<file path="config.mk">
export PLATFORM = sky130hd
export DESIGN_NAME = universal_shift_register_seq
export DESIGN_NICKNAME = d
export VERILOG_FILES = /design/src/rtl/shift_register_pkg.sv /design/src/rtl/shift_next_value.sv /design/src/rtl/universal_shift_register_seq.sv
export SDC_FILE = /design/constraint.sdc
export NUM_CORES = 1
export LEC_CHECK = 0
export CORE_UTILIZATION = 28
export CTS_BUF_LIST = sky130_fd_sc_hd__clkbuf_8
export DETAILED_ROUTE_END_ITERATION = 10
export GPL_TIMING_DRIVEN = 0
export HOLD_SLACK_MARGIN = 0.02
export PLACE_DENSITY = 0.47
export SLEW_MARGIN = 10
export SYNTH_ARGS = -nofsm -noshare
export SYNTH_HDL_FRONTEND = slang
export SYNTH_SLANG_ARGS = --single-unit
</file>
<file path="constraint.sdc">
create_clock -name CLK -period 5.1 [get_ports CLK]
set_input_delay 1.02 -clock CLK [delete_from_list [all_inputs] [get_ports CLK]]
set_output_delay 1.02 -clock CLK [all_outputs]
set_load 0.01 [all_outputs]
</file>
<file path="src/rtl/shift_register_pkg.sv">
// Shared encodings for the universal shift register: operation codes,
// shift directions and burst FSM states.
package shift_register_pkg;

  localparam logic [2:0] MODO_SHIFT = 3'b000;
  localparam logic [2:0] MODO_ROT   = 3'b001;
  localparam logic [2:0] MODO_LOAD  = 3'b010;
  localparam logic [2:0] MODO_CLR   = 3'b011;
  localparam logic [2:0] MODO_ASH   = 3'b100;
  localparam logic [2:0] MODO_HOLD  = 3'b101;

  localparam logic DIR_LEFT  = 1'b0;
  localparam logic DIR_RIGHT = 1'b1;

  localparam logic [0:0] ST_IDLE = 1'b0;
  localparam logic [0:0] ST_RUN  = 1'b1;

  // Only the three bit-moving operations can be repeated by the burst engine.
  function automatic logic is_burst_op(input logic [2:0] op);
    return (op == MODO_SHIFT) || (op == MODO_ROT) || (op == MODO_ASH);
  endfunction

endpackage

</file>
<file path="src/rtl/shift_next_value.sv">
// Combinational next-state for the register contents and serial output,
// shared by single-step operation and the burst engine.
module shift_next_value
  import shift_register_pkg::*;
#(
  parameter int WIDTH = 8
) (
  input  logic [2:0]       op,
  input  logic             dir,
  input  logic [WIDTH-1:0] q,
  input  logic             s_out,
  input  logic             s_in,
  input  logic [WIDTH-1:0] d,
  output logic [WIDTH-1:0] q_next,
  output logic             s_out_next
);

  always_comb begin
    q_next     = q;
    s_out_next = s_out;
    case (op)
      MODO_SHIFT: begin
        if (dir == DIR_RIGHT) begin
          q_next     = {s_in, q[WIDTH-1:1]};
          s_out_next = q[0];
        end else begin
          q_next     = {q[WIDTH-2:0], s_in};
          s_out_next = q[WIDTH-1];
        end
      end
      MODO_ROT: begin
        if (dir == DIR_RIGHT) begin
          q_next     = {q[0], q[WIDTH-1:1]};
          s_out_next = q[0];
        end else begin
          q_next     = {q[WIDTH-2:0], q[WIDTH-1]};
          s_out_next = q[WIDTH-1];
        end
      end
      MODO_ASH: begin
        // Right shift replicates the sign bit; left shift fills with zero.
        if (dir == DIR_RIGHT) begin
          q_next     = {q[WIDTH-1], q[WIDTH-1:1]};
          s_out_next = q[0];
        end else begin
          q_next     = {q[WIDTH-2:0], 1'b0};
          s_out_next = q[WIDTH-1];
        end
      end
      MODO_LOAD: q_next = d;
      MODO_CLR: begin
        q_next     = '0;
        s_out_next = 1'b0;
      end
      default: begin
        q_next     = q;
        s_out_next = s_out;
      end
    endcase
  end

endmodule

</file>
<file path="src/rtl/universal_shift_register_seq.sv">
// Universal shift register with single-step operations and an automatic
// burst engine that repeats a shift/rotate AMT times unattended.
module universal_shift_register_seq
  import shift_register_pkg::*;
#(
  parameter int WIDTH = 8,
  parameter int CNT_W = 4
) (
  input  logic             CLK,
  input  logic             RESET,
  input  logic             ENB,
  input  logic [2:0]       MODO,
  input  logic             DIR,
  input  logic             S_IN,
  input  logic [WIDTH-1:0] D,
  input  logic             START,
  input  logic [CNT_W-1:0] AMT,
  output logic [WIDTH-1:0] Q,
  output logic             S_OUT,
  output logic             BUSY,
  output logic             DONE,
  output logic             fsm_state
);

  // Burst handshake: START is a request level sampled only in IDLE on an
  // enabled edge; acceptance raises BUSY on that edge, and completion drops
  // BUSY while DONE pulses high for one cycle. An abort or reset drops BUSY
  // with no DONE. AMT=0 completes at once: DONE pulses, BUSY never rises.
  logic [0:0]       state;
  logic [CNT_W-1:0] cnt;
  logic [2:0]       op_l;
  logic             dir_l;
  logic [2:0]       op_sel;
  logic             dir_sel;
  logic [WIDTH-1:0] q_next;
  logic             s_out_next;

  assign fsm_state = state[0];
  assign op_sel    = (state == ST_RUN) ? op_l  : MODO;
  assign dir_sel   = (state == ST_RUN) ? dir_l : DIR;

  shift_next_value #(.WIDTH(WIDTH)) u_next (
    .op         (op_sel),
    .dir        (dir_sel),
    .q          (Q),
    .s_out      (S_OUT),
    .s_in       (S_IN),
    .d          (D),
    .q_next     (q_next),
    .s_out_next (s_out_next)
  );

  always_ff @(posedge CLK) begin
    if (RESET) begin
      Q     <= '0;
      S_OUT <= 1'b0;
      BUSY  <= 1'b0;
      DONE  <= 1'b0;
      cnt   <= '0;
      op_l  <= MODO_SHIFT;
      dir_l <= DIR_LEFT;
      state <= ST_IDLE;
    end else if (!ENB) begin
      DONE <= 1'b0;
    end else begin
      DONE <= 1'b0;
      case (state)
        ST_IDLE: begin
          if (START && is_burst_op(MODO)) begin
            if (AMT != '0) begin
              op_l  <= MODO;
              dir_l <= DIR;
              cnt   <= AMT;
              BUSY  <= 1'b1;
              state <= ST_RUN;
            end else begin
              DONE <= 1'b1;
            end
          end else begin
            Q     <= q_next;
            S_OUT <= s_out_next;
          end
        end
        ST_RUN: begin
          // Clear is the only live command during a burst and acts as abort.
          if (MODO == MODO_CLR) begin
            Q     <= '0;
            S_OUT <= 1'b0;
            cnt   <= '0;
            BUSY  <= 1'b0;
            state <= ST_IDLE;
          end else begin
            Q     <= q_next;
            S_OUT <= s_out_next;
            cnt   <= cnt - CNT_W'(1);
            if (cnt == CNT_W'(1)) begin
              BUSY  <= 1'b0;
              DONE  <= 1'b1;
              state <= ST_IDLE;
            end
          end
        end
        default: state <= ST_IDLE;
      endcase
    end
  end

endmodule

</file>
### Yosys cells after proc, flatten, opt, wreduce, memory -nomap -nowiden

Cells that the tools add are included.

| operators by class | value |
|---|---|
| muxes and demuxes | 33 |
| reduce and logical (&&, ||, !) cells | 12 |
| add/subtract/negate cells | 1 |
| bitwise operators | 2 |
| equality and inequality tests | 12 |

Operator list:

| kind | count |
|---|---|
| 2-to-1 mux 8 bit | 5 |
| case mux 8 bit (5 select lines) | 1 |
| 2-to-1 mux 1 bit | 16 |
| case mux 8 bit (2 select lines) | 1 |
| 2-to-1 mux 4 bit | 3 |
| case mux 1 bit (2 select lines) | 5 |
| equality test 3 x 2 -> 1 bit (second input constant) | 3 |
| case mux 4 bit (2 select lines) | 1 |
| AND reduction 4 bit | 2 |
| equality test 3 x 1 -> 1 bit (second input constant) | 2 |
| equality test 3 bit (second input constant) | 2 |
| logical NOT 3 bit | 2 |
| != test 2 bit (second input constant) | 3 |
| equality test 4 x 1 -> 1 bit (second input constant) | 1 |
| nonzero test 4 bit | 1 |
| subtractor 4 x 1 -> 4 bit (second input constant) | 1 |
| 2-to-1 mux 3 bit | 1 |
| != test 3 x 1 -> 1 bit (second input constant) | 1 |
| AND reduction 3 bit | 1 |
| OR reduction 3 bit | 1 |
| logical OR 1 bit | 2 |
| inverter 1 bit | 2 |
| AND reduction 2 bit | 1 |
| OR reduction 2 bit | 1 |
| logical AND 1 bit | 1 |

| storage, ports and cells | value |
|---|---|
| output and inout bits | 12 |
| bits in registers | 20 |
| logic and storage cells | 68 |
| input bits | 21 |

### Depth between registers and ports, before layout

Gate-level depths: netlist of run 1.

| logic depth | value |
|---|---|
| word-level depth | 6 |
| mapped depth | 7 |

### Cells and area by module

A second synthesis of run 1 with hierarchy kept.

| second synthesis, totals | value |
|---|---|
| cell total of the unflattened synthesis | 176 |
| area, all modules | 1420.1 um2 |

Modules (own cells, without submodules):

| module | times used | area an instance (um2) | cells an instance |
|---|---|---|---|
| universal_shift_register_seq | 1 | 1016.0 | 113 |
| shift_next_value | 1 | 404.1 | 63 |

### Worst setup path before layout of run 1

Ideal clock, no wire load.

| timing | value |
|---|---|
| kind | input -> register |
| start point | in AMT[2] |
| end point | reg cnt[0] |
| arrival time | 2192 ps |
| path slack | 2822 ps |
| stages on the path | 5 |
| path through | or4_1 a41o_1 nand2_2 nor2_1 a211oi_1 |

| between the ends | value |
|---|---|
| word-level cells in the longest chain between the ends | 3 |

RTL lines:

| element | line | RTL |
|---|---|---|
| from (decl) | universal_shift_register_seq.sv:17 | `input logic [CNT_W-1:0] AMT,` |
| nonzero test 4 bit | universal_shift_register_seq.sv:70 | `if (AMT != '0) begin` |
| != test 2 bit (no line) | n/a |  |
| AND reduction 3 bit (no line) | n/a |  |
| to (signal assigned) | universal_shift_register_seq.sv:95 | `cnt <= cnt - CNT_W'(1);` |
| to (decl) | universal_shift_register_seq.sv:30 | `logic [CNT_W-1:0] cnt;` |

No other way between the ends.
A chain may end at the register's enable or synchronous reset.

### Worst setup path after layout of run 1

| timing | value |
|---|---|
| start point | in MODO[1] |
| end point | reg Q[5] |

| between the ends | value |
|---|---|
| word-level cells in the longest chain between the ends | 6 |
| elaborated cells on any way between the ends | 19 |

RTL lines:

| element | line | RTL |
|---|---|---|
| from (decl) | universal_shift_register_seq.sv:12 | `input logic [2:0] MODO,` |
| parallel branches: the longest is 6 deep, another holds case mux 8 bit (5 select lines) | n/a |  |
| to (signal assigned) | universal_shift_register_seq.sv:80 | `Q <= q_next;` |
| to (signal assigned) | universal_shift_register_seq.sv:93 | `Q <= q_next;` |
| to (decl) | universal_shift_register_seq.sv:18 | `output logic [WIDTH-1:0] Q,` |

Several ways; the timed one is not identified. The select of a mux whose other input is x is not followed.

==> flow_summary.yaml, run 1 <==
setup_path:
  critPathRequiredTime_ns: 5.24
  reg2reg_from: "fsm_state$_SDFFE_PP0P_"
  max_stage_delay_ns: 0.62
  path_buf_inv: 1
  critPathTopFamily: "simple AND/OR/NAND/NOR gates"
  crit_end: "Q[5]$_SDFFE_PP0P_"
  arrival_ns: 2.87
  crit_path_start: "MODO[1]"
  reg2regPathDepth: 6
  worst-path-stages: 6
  cp_slowest_cell: "clkdlybuf4s50_1"
  path_max_fanout: 8
  end_kind: "register"
  reg2reg_setup_slack_ns: 3.08
  crit_type: "input pin to register"
  cp-start-kind: "input pin"
  r2r-end: "Q[7]$_SDFFE_PP0P_"
  worstPathCellList: "clkdlybuf4s50_1 > nor3_1 > or2_2 > nor3_2 > a2bb2oi_1 > a211oi_1"
place:
  portBuffers: 30
  gp_congestion: 0.885
  hpwl_um: 2860
routing:
  drcViolationCount: 0
  wl_um: 3750
  final_antenna_net_count: 0
  firstDrtPassIters: 6
  viasPerCell: 5.38
  via_count: 1340
  initialDrtViolationCount: 120
  wl_per_cell_um: 15.1
yosys:
  synth.distinct_cells: 46
  syn_area_um2: 1340
  syn_area_per_cell_um2: 8.16
  synth.net_count: 187
  async_flop_share_pct: 0
  ys_ff_latch: 20
  yosys.area.top_type_share_pct: 29.9
  yosys.area.top_type: "dfxtp_1"
  synthFlopType: "dfxtp_1"
  ys_warn_count: 0
  synth_edf_count: 0
  seq_area_frac_synth_pct: 29.9
  synthTopCellsByArea: "dfxtp_1, mux2i_1, nor2_1, a211oi_1, a21oi_1"
  syn_inst: 164
flow_run:
  maxCapViolations: 0
clock_tree:
  post_cts.repair.setup_buffers: 0
  cts_resized: 0
  clk_latency_ns: 0.26
  h-tree-depth: 1
  cts.clk_slew.worst_paths_ns: 0.08
  root_buffer: "clkbuf_8"
  cts_tree: "done"
  postCtsHoldBufs: 0
  clockBufferDepth: 2
  numCtsBuffers: 3
  cts_sinks: 20
grt:
  overflow: 0
  busiest_layer: "met2"
  grt_antenna_before_repair: 0
  met1_usage_pct: 20.2
  grt_max_degree: 11
  globalRouteMet2Util_pct: 26.1
  grt_pass1_vias: 1261
  grt_pass1_wl_um: 6200
  grtUsageMet3_pct: 4.42
  grt_use_total_pct: 15.7
sta:
  skew_ns: 0.00831
  rsz0062_at_grt: "no"
  drv_slew: 0
  report.final.setup_viol: 0
  relSlewSlack_pct: 63.8
  fin_crit_sh_pct: 53.4
  fmax_mhz: 367
  tightest_slew_ns: 0.539
  hold_slack_ns: 0.477
  fin_tns_setup_ns: 0
  min_period_ns: 2.72
  hold_viol_final: 0
die:
  fp.dieArea_um2: 5060
  rows: 24
  coreArea_um2: 4470
  die_y_um: 71.1
  pin_count: 33
  die_w_um: 71.1
  start_util_pct: 29.9
finish:
  fin_util_pct: 39.0
  fin_nets: 222
  layout-drive-gt1-share_pct: 9.14
  area_growth_pct: 30.4
  diodes: 0
  final_cell_mix: "clkdlybuf4s50_1, nor2_1, dfxtp_1"
  final_common_cell: "clkdlybuf4s50_1"
power:
  ir_drop_uv: 128
  power_density_nw_per_um2: 234
  power.leakage_nw: 0.685
status:
  status: "completed"
worst_hold_path:
  worstHoldPathType: "register to register"
-- where the power goes --
group          switching (mW)  total (mW)  leakage, nW  internal [mW]
combinational          0.0638       0.129        0.501         0.0647
clock                  0.0510       0.104       0.0216         0.0526
sequential             0.0103       0.176        0.163          0.165
total                   0.125       0.408        0.685          0.283
-- cells in the mapped netlist, drive strengths merged (2+ instances only) --
| master | number |
|---|---|
| a2111oi | 3 |
| buf | 6 |
| nor2 | 21 |
| a31oi | 2 |
| nand2 | 8 |
| inv | 10 |
| mux2 | 2 |
| dfxtp | 20 |
| nand2b | 3 |
| a2bb2oi | 6 |
| nor3 | 8 |
| a21oi | 11 |
| a41o | 2 |
| o22ai | 4 |
| ha | 2 |
| nand3 | 5 |
| mux2i | 13 |
| nor3b | 3 |
| o21ai | 10 |
| a211oi | 8 |
| o21bai | 2 |
-- tightest hold or removal path, cell delays in order (launching register included) --
cell	delay, ns
dfxtp_1	0.31
o21ai_0	0.06
a21oi_1	0.06
-- worst min path at each step --
stage / from / endpoint / slack, ns / cells after the start
finish: S_OUT$_SDFFE_PP0P_ / S_OUT$_SDFFE_PP0P_ / 0.48 / 2
global route: S_OUT$_SDFFE_PP0P_ / S_OUT$_SDFFE_PP0P_ / 0.52 / 2
CTS: S_OUT$_SDFFE_PP0P_ / S_OUT$_SDFFE_PP0P_ / 0.48 / 2
detailed placement: S_OUT$_SDFFE_PP0P_ / S_OUT$_SDFFE_PP0P_ / 0.47 / 2
global placement: S_OUT$_SDFFE_PP0P_ / S_OUT$_SDFFE_PP0P_ / 0.47 / 2
floorplan: cnt[3]$_SDFFE_PP0P_ / cnt[3]$_SDFFE_PP0P_ / 0.46 / 2
-- stage by stage --
stage	area [um2]	power, mW	cells	setup slack [ns]
global route	1750	0.436	249	2.21
finish	1750	0.408	249	2.38
detailed placement	1700	0.307	246	2.13
floorplan	1340	0.259	164	2.82
CTS	1750	0.414	249	2.40
global placement	1700	0.306	246	2.13
-- cell type report --
cell class / instances / area, um2
clock buffer: 3 / 41.3
inverter: 10 / 37.5
tap: 52 / 65.1
multi-input combinational: 127 / 851
buffer: 7 / 50.0
sequential: 20 / 400
fill: 449 / 2730
timing repair buffer: 30 / 300
-- flip-flops by register name (all words and copies together) (netlist names) --
name and count:
BUSY 1, DONE 1, Q 8, S_OUT 1, cnt 4, dir_l 1
fsm_state 1, op_l 3
-- layer usage --
layer,vias to the layer above,part of all wire [%]
met3,2,5.1
li1,683,-
met2,34,47
met4,0,0.51
met1,621,47
met5,-,0
-- kinds of logic after synthesis --
group / count (synthesis) / synth area share, %
muxes: 15 / 12.0
and+or+nand+nor: 55 / 20.8
buffers and inverters: 17 / 6.54
adders and majority gates: 2 / 1.87
DFF: 20 / 29.9
AOI/OAI and AO/OA: 54 / 28.2
xor gates and xnor gates: 1 / 0.654
Note: power is estimated with default switching activity, not from simulation.
==> run 2: changes to the inputs <==
--- a/config.mk
+++ b/config.mk
@@ -10,7 +10,7 @@
 export DETAILED_ROUTE_END_ITERATION = 10
 export GPL_TIMING_DRIVEN = 0
 export HOLD_SLACK_MARGIN = 0.02
-export PLACE_DENSITY = 0.47
+export PLACE_DENSITY = 0.49
 export SLEW_MARGIN = 10
 export SYNTH_ARGS = -nofsm -noshare
 export SYNTH_HDL_FRONTEND = slang
==> constraint.sdc (replaced) <==
create_clock -name CLK -period 2.2 [get_ports CLK]
set_input_delay 0.44 -clock CLK [delete_from_list [all_inputs] [get_ports CLK]]
set_output_delay 0.44 -clock CLK [all_outputs]
set_load 0.01 [all_outputs]
==> run 2 against run 1 <==
  * Setup slack worse by 2.3 ns
  * Worst hold slack worse by 0.0075 ns
  * Critical path depth stayed put
  * Cell area up 1.4%
  * The flow now finishes with violations (design-rule violations)
  * Highest routed layer unchanged
  * Largest power group unchanged
  * Global-route usage decreased by 0.12 points
  * Clock skew shrank 0.0019 ns
==> flow_summary.yaml, run 2 (synthesis results as in run 1) <==
routing:
  via_count: 1339
  initialDrtViolationCount: 110
  wl_um: 3720
  final_antenna_net_count: 0
  viasPerCell: 5.36
  firstDrtPassIters: 10
  drcViolationCount: 4
  wl_per_cell_um: 14.9
grt:
  grt_antenna_before_repair: 0
  grt_pass1_vias: 1320
  grt_use_total_pct: 15.5
  overflow: 0
  grt_max_degree: 12
  grt_pass1_wl_um: 6270
die:
  die_w_um: 71.1
  rows: 24
  coreArea_um2: 4470
  start_util_pct: 29.9
  die_y_um: 71.1
  fp.dieArea_um2: 5060
  pin_count: 33
clock_tree:
  h-tree-depth: 1
  numCtsBuffers: 3
  cts.clk_slew.worst_paths_ns: 0.08
  clk_latency_ns: 0.26
  cts_tree: "done"
  clockBufferDepth: 2
  root_buffer: "clkbuf_8"
  postCtsHoldBufs: 0
  post_cts.repair.setup_buffers: 0
  cts_sinks: 20
setup_path:
  reg2reg_setup_slack_ns: 0.22
  crit_path_start: "MODO[1]"
  path_max_fanout: 8
  crit_type: "input pin to register"
  end_kind: "register"
  crit_end: "Q[7]$_SDFFE_PP0P_"
  r2r-end: "Q[7]$_SDFFE_PP0P_"
  critPathRequiredTime_ns: 2.39
  reg2regPathDepth: 6
  arrival_ns: 2.28
  reg2reg_from: "fsm_state$_SDFFE_PP0P_"
  cp-start-kind: "input pin"
finish:
  area_growth_pct: 32.1
  final_common_cell: "clkdlybuf4s50_1"
  reg_top3: "Q: 8 flops, cnt: 4 flops, op_l: 3 flops"
  fillers: 460
  final_cell_mix: "clkdlybuf4s50_1, nor2_1, dfxtp_1"
  layout-drive-gt1-share_pct: 10.1
  largest_reg_flops: 8
  area.sequential_um2: 400
  finalNonFillerCells: 250
  diodes: 0
  largest_register: "Q"
  fin_nets: 222
  design_area_um2: 1770
  multi_input_area_um2: 861
power:
  power.leakage_nw: 0.694
  ir_drop_uv: 234
  power_density_nw_per_um2: 564
place:
  hpwl_um: 2870
  place_inst: 246
  placed_cell_area_um2: 1700
  portBuffers: 30
  gp_congestion: 0.902
sta:
  rsz0062_at_grt: "no"
  hold_slack_ns: 0.469
  fin_crit_sh_pct: 94.8
  fmax_mhz: 480
  drv_slew: 0
  min_period_ns: 2.08
  report.final.setup_viol: 0
  fin_tns_setup_ns: 0
  tightest_slew_ns: 0.542
  relSlewSlack_pct: 63.7
  skew_ns: 0.00642
  hold_viol_final: 0
flow_run:
  maxCapViolations: 0
worst_hold_path:
  worstHoldPathType: "input pin to register"
  hold_path_depth: 3
status:
  status: "finished, violations left"
  violations: "design-rule violations"
## run 2: changes by cell type in the layout (fill, tap and decap cells not counted)
cell and delta:
a21oi_1 -1, a21oi_2 +1, clkbuf_8 +1, nor3_2 -1
nor3_4 +1
## run 2: power by group
part,internal [mW],leakage [nW],switching [mW]
Combinational,0.152,0.502,0.150
Clock,0.160,0.0288,0.131
Sequential,0.383,0.163,0.0234
## run 2: worst min path at each step
stage,start,to,slack [ns]
after detailed placement,BUSY$_SDFFE_PP0P_,BUSY$_SDFFE_PP0P_,0.48
after global routing,MODO[0],op_l[0]$_SDFFE_PP0P_,0.49
final,MODO[0],op_l[0]$_SDFFE_PP0P_,0.47
after CTS,MODO[0],op_l[0]$_SDFFE_PP0P_,0.46
after floorplan,cnt[3]$_SDFFE_PP0P_,cnt[3]$_SDFFE_PP0P_,0.46
after global placement,S_OUT$_SDFFE_PP0P_,S_OUT$_SDFFE_PP0P_,0.46
## run 2: cell type report
class / instances / share of cell area (%)
inverters: 10 / 2.12
repair buffers: 30 / 17.0
well taps: 52 / 3.68
plain buffers: 7 / 2.83
clock buffers: 4 / 3.11
multi-input cells: 127 / 48.7
flip-flops and latches: 20 / 22.6
## run 2: per-layer routing
layer  share of wire (%)  GRT usage, %  wire [um]
met1                  47          19.5       1750
met2                  48          26.2       1780
met3                 4.3          3.56        158
met4                0.92          5.11         34
met5                   0             0          0
## run 2: worst max-delay path, stage by stage
cell and delay (ns):
clkdlybuf4s50_1 0.55, nor3_1 0.37, nor2_1 0.15, a2111oi_1 0.46
o21ai_0 0.16, a22oi_1 0.15
## run 2: through the flow
step	setup slack (ns)	power (mW)	util (%)
after floorplan	0.457	0.600	-
after global placement	-0.180	0.709	38.1
after detailed placement	-0.222	0.712	38.1
after CTS	0.0685	1.01	39.3
after global routing	0.00187	1.06	39.5
final	0.115	0.998	39.5
## run 2: repair_timing
action | CTS | global route
endpoints found under the hold margin | 0 | 0
resized for setup | 0 | 2
endpoints found under the setup margin | 0 | 6
==> run 3: changes to the inputs <==
--- a/config.mk
+++ b/config.mk
@@ -5,6 +5,7 @@
 export SDC_FILE = /design/constraint.sdc
 export NUM_CORES = 1
 export LEC_CHECK = 0
+export ABC_AREA = 1
 export CORE_UTILIZATION = 28
 export CTS_BUF_LIST = sky130_fd_sc_hd__clkbuf_8
 export DETAILED_ROUTE_END_ITERATION = 10
==> run 3 against run 2 <==
  * The run now ends clean
  * Synthesized cell count grew 30%
  * Area after synthesis increased by 1.9%
  * Count of clock-buffer cells in the layout down 1
  * Largest cell class unchanged
  * Critical path type unchanged
==> flow_summary.yaml, run 3 <==
finish:
  reg_top3: "Q: 8 flops, cnt: 4 flops, op_l: 3 flops"
  final_common_cell: "nand2_1"
  final_cell_mix: "nand2_1, clkdlybuf4s50_1, inv_1"
  area_growth_pct: 30.7
  diodes: 0
  largest_reg_flops: 8
  finalNonFillerCells: 301
  layout-drive-gt1-share_pct: 10.1
  largest_register: "Q"
  fin_nets: 272
setup_path:
  critPathTopFamily: "buffers and inverters"
  reg2reg_setup_slack_ns: 0.69
  end_kind: "register"
  path_buf_inv: 3
  cp_slowest_cell: "clkdlybuf4s50_1"
  path_max_fanout: 10
  cp-start-kind: "input pin"
  max_stage_delay_ns: 0.54
  critPathRequiredTime_ns: 2.35
  arrival_ns: 1.89
  crit_type: "input pin to register"
  r2r-end: "Q[1]$_SDFFE_PP0P_"
  reg2regPathDepth: 7
  reg2reg_from: "fsm_state$_SDFFE_PP0P_"
  worstPathCellList: "clkdlybuf4s50_1 > nand2_1 > nand3_1 > inv_1 > nand2_2 > nand2_2 > nor2_4 > inv_2 > a21oi_1 > a21oi_1"
clock_tree:
  root_buffer: "clkbuf_8"
  h-tree-depth: 1
  cts_tree: "done"
  clk_latency_ns: 0.26
  clockBufferDepth: 2
  cts_resized: 0
  numCtsBuffers: 3
  postCtsHoldBufs: 0
  cts_sinks: 20
  cts.clk_slew.worst_paths_ns: 0.08
  post_cts.repair.setup_buffers: 0
grt:
  grt_pass1_vias: 1285
  grt_max_degree: 11
  grt_use_total_pct: 14.7
  overflow: 0
  grt_pass1_wl_um: 6030
  grt_antenna_before_repair: 0
sta:
  fmax_mhz: 575
  min_period_ns: 1.74
  fin_crit_sh_pct: 79.1
  hold_viol_final: 0
  drv_slew: 0
  relSlewSlack_pct: 69.4
  fin_tns_setup_ns: 0
  rsz0062_at_grt: "no"
  skew_ns: 0.00393
  tightest_slew_ns: 0.459
  report.final.setup_viol: 0
yosys:
  syn_area_um2: 1360
  syn_area_per_cell_um2: 6.40
  synthTopCellsByCount: "nand2_1, inv_1, a21oi_1"
  yosysMostFrequentCell: "nand2_1"
  seq_area_frac_synth_pct: 29.4
  syn_inst: 213
  synthTopCellsByArea: "dfxtp_1, nand2_1, a21oi_1, inv_1, nand3_1"
  synth.net_count: 236
  yosys.area.top_type_share_pct: 29.4
  yosys.area.top_type: "dfxtp_1"
  ys_ff_latch: 20
  synth_edf_count: 0
  async_flop_share_pct: 0
  synthFlopType: "dfxtp_1"
  synth.distinct_cells: 27
  ys_warn_count: 0
place:
  portBuffers: 31
  place_inst: 298
  gp_congestion: 0.782
  hpwl_um: 2720
die:
  start_util_pct: 29.1
  coreArea_um2: 4690
  fp.dieArea_um2: 5150
  die_w_um: 71.8
  rows: 25
  pin_count: 33
  die_y_um: 71.8
worst_hold_path:
  min_to: "op_l[1]$_SDFFE_PP0P_"
  worstHoldPathType: "register to register"
  hold_start: "op_l[1]$_SDFFE_PP0P_"
  hold_path_depth: 2
routing:
  final_antenna_net_count: 0
  firstDrtPassIters: 4
  wl_per_cell_um: 11.5
  viasPerCell: 4.69
  via_count: 1412
  drcViolationCount: 0
  initialDrtViolationCount: 62
  wl_um: 3450
status:
  status: "completed"
power:
  power.leakage_nw: 0.778
  ir_drop_uv: 186
  power_density_nw_per_um2: 558
flow_run:
  maxCapViolations: 0
-- run 3: changes by cell type in the layout (fill, tap and decap cells not counted), moves of 6 or more --
| cell | delta |
|---|---|
| a21oi_1 | +17 |
| a211oi_1 | -8 |
| nand3_1 | +12 |
| a2bb2oi_1 | -6 |
| nand2_1 | +40 |
| nand2_2 | +6 |
| mux2i_1 | -12 |
| o21ai_0 | +7 |
| inv_1 | +18 |
| nor3_1 | -7 |
-- run 3: how the worst max path moves through the flow --
| stage | cells after the start | from | slack [ns] | endpoint |
|---|---|---|---|---|
| finish | 10 | MODO[0] | 0.46 | Q[3]$_SDFFE_PP0P_ |
| global route | 9 | MODO[1] | 0.30 | op_l[2]$_SDFFE_PP0P_ |
| CTS | 1 | fsm_state$_SDFFE_PP0P_ | 0.46 | fsm_state |
| detailed placement | 10 | MODO[0] | 0.19 | Q[3]$_SDFFE_PP0P_ |
| global placement | 10 | MODO[0] | 0.16 | Q[3]$_SDFFE_PP0P_ |
| floorplan | 9 | fsm_state$_SDFFE_PP0P_ | 0.86 | Q[1]$_SDFFE_PP0P_ |
-- run 3: power breakdown --
group,internal (mW),leakage (nW),switching (mW)
Sequential,0.389,0.164,0.0207
Clock,0.122,0.0216,0.129
Combinational,0.149,0.593,0.185
Total,0.660,0.778,0.335
-- run 3: metal layers --
layer,up-vias,track usage [%],share of wire [%]
li1,761,-,-
met1,618,21.4,51
met2,28,22.3,44
met3,5,2.25,4.1
met4,0,4.58,1.4
met5,-,0,0
-- run 3: cells by family after synthesis --
logic type               Yosys count  synth area share (%)
flip-flops                        20                  29.4
XOR/XNOR                           2                  1.28
AND/OR/NAND/NOR                   99                  34.0
adder cells (fa/ha/maj)            2                  1.83
buffers and inverters             36                  11.7
AO/OA/AOI/OAI                     54                  21.8
-- run 3: tightest hold or removal path, stage by stage, from the launching register on --
cell     delay [ns]
dfxtp_1        0.33
nand2_1        0.07
nor2_1         0.03
-- run 3: layout make-up --
| class | instances | area, um2 |
|---|---|---|
| Buffer | 5 | 42.5 |
| Clock buffer | 3 | 41.3 |
| Fill cell | 526 | 2910 |
| Inverter | 31 | 116 |
| Multi-Input combinational cell | 157 | 805 |
| Sequential cell | 20 | 400 |
| Tap cell | 54 | 67.6 |
| Timing Repair Buffer | 31 | 310 |
-- run 3: through the flow --
stage                     instance area [um2]  power [mW]  hold WS, ns  setup WS (ns)  util [%]
after floorplan                          1360       0.631        0.429          0.859         -
after global placement                   1740       0.756        0.447          0.161      37.1
after detailed placement                 1740       0.753        0.452          0.193      37.1
after CTS                                1780        1.01        0.465          0.461      38.0
after global routing                     1780        1.07        0.489          0.297      38.0
final                                    1780       0.995        0.465          0.460      38.0
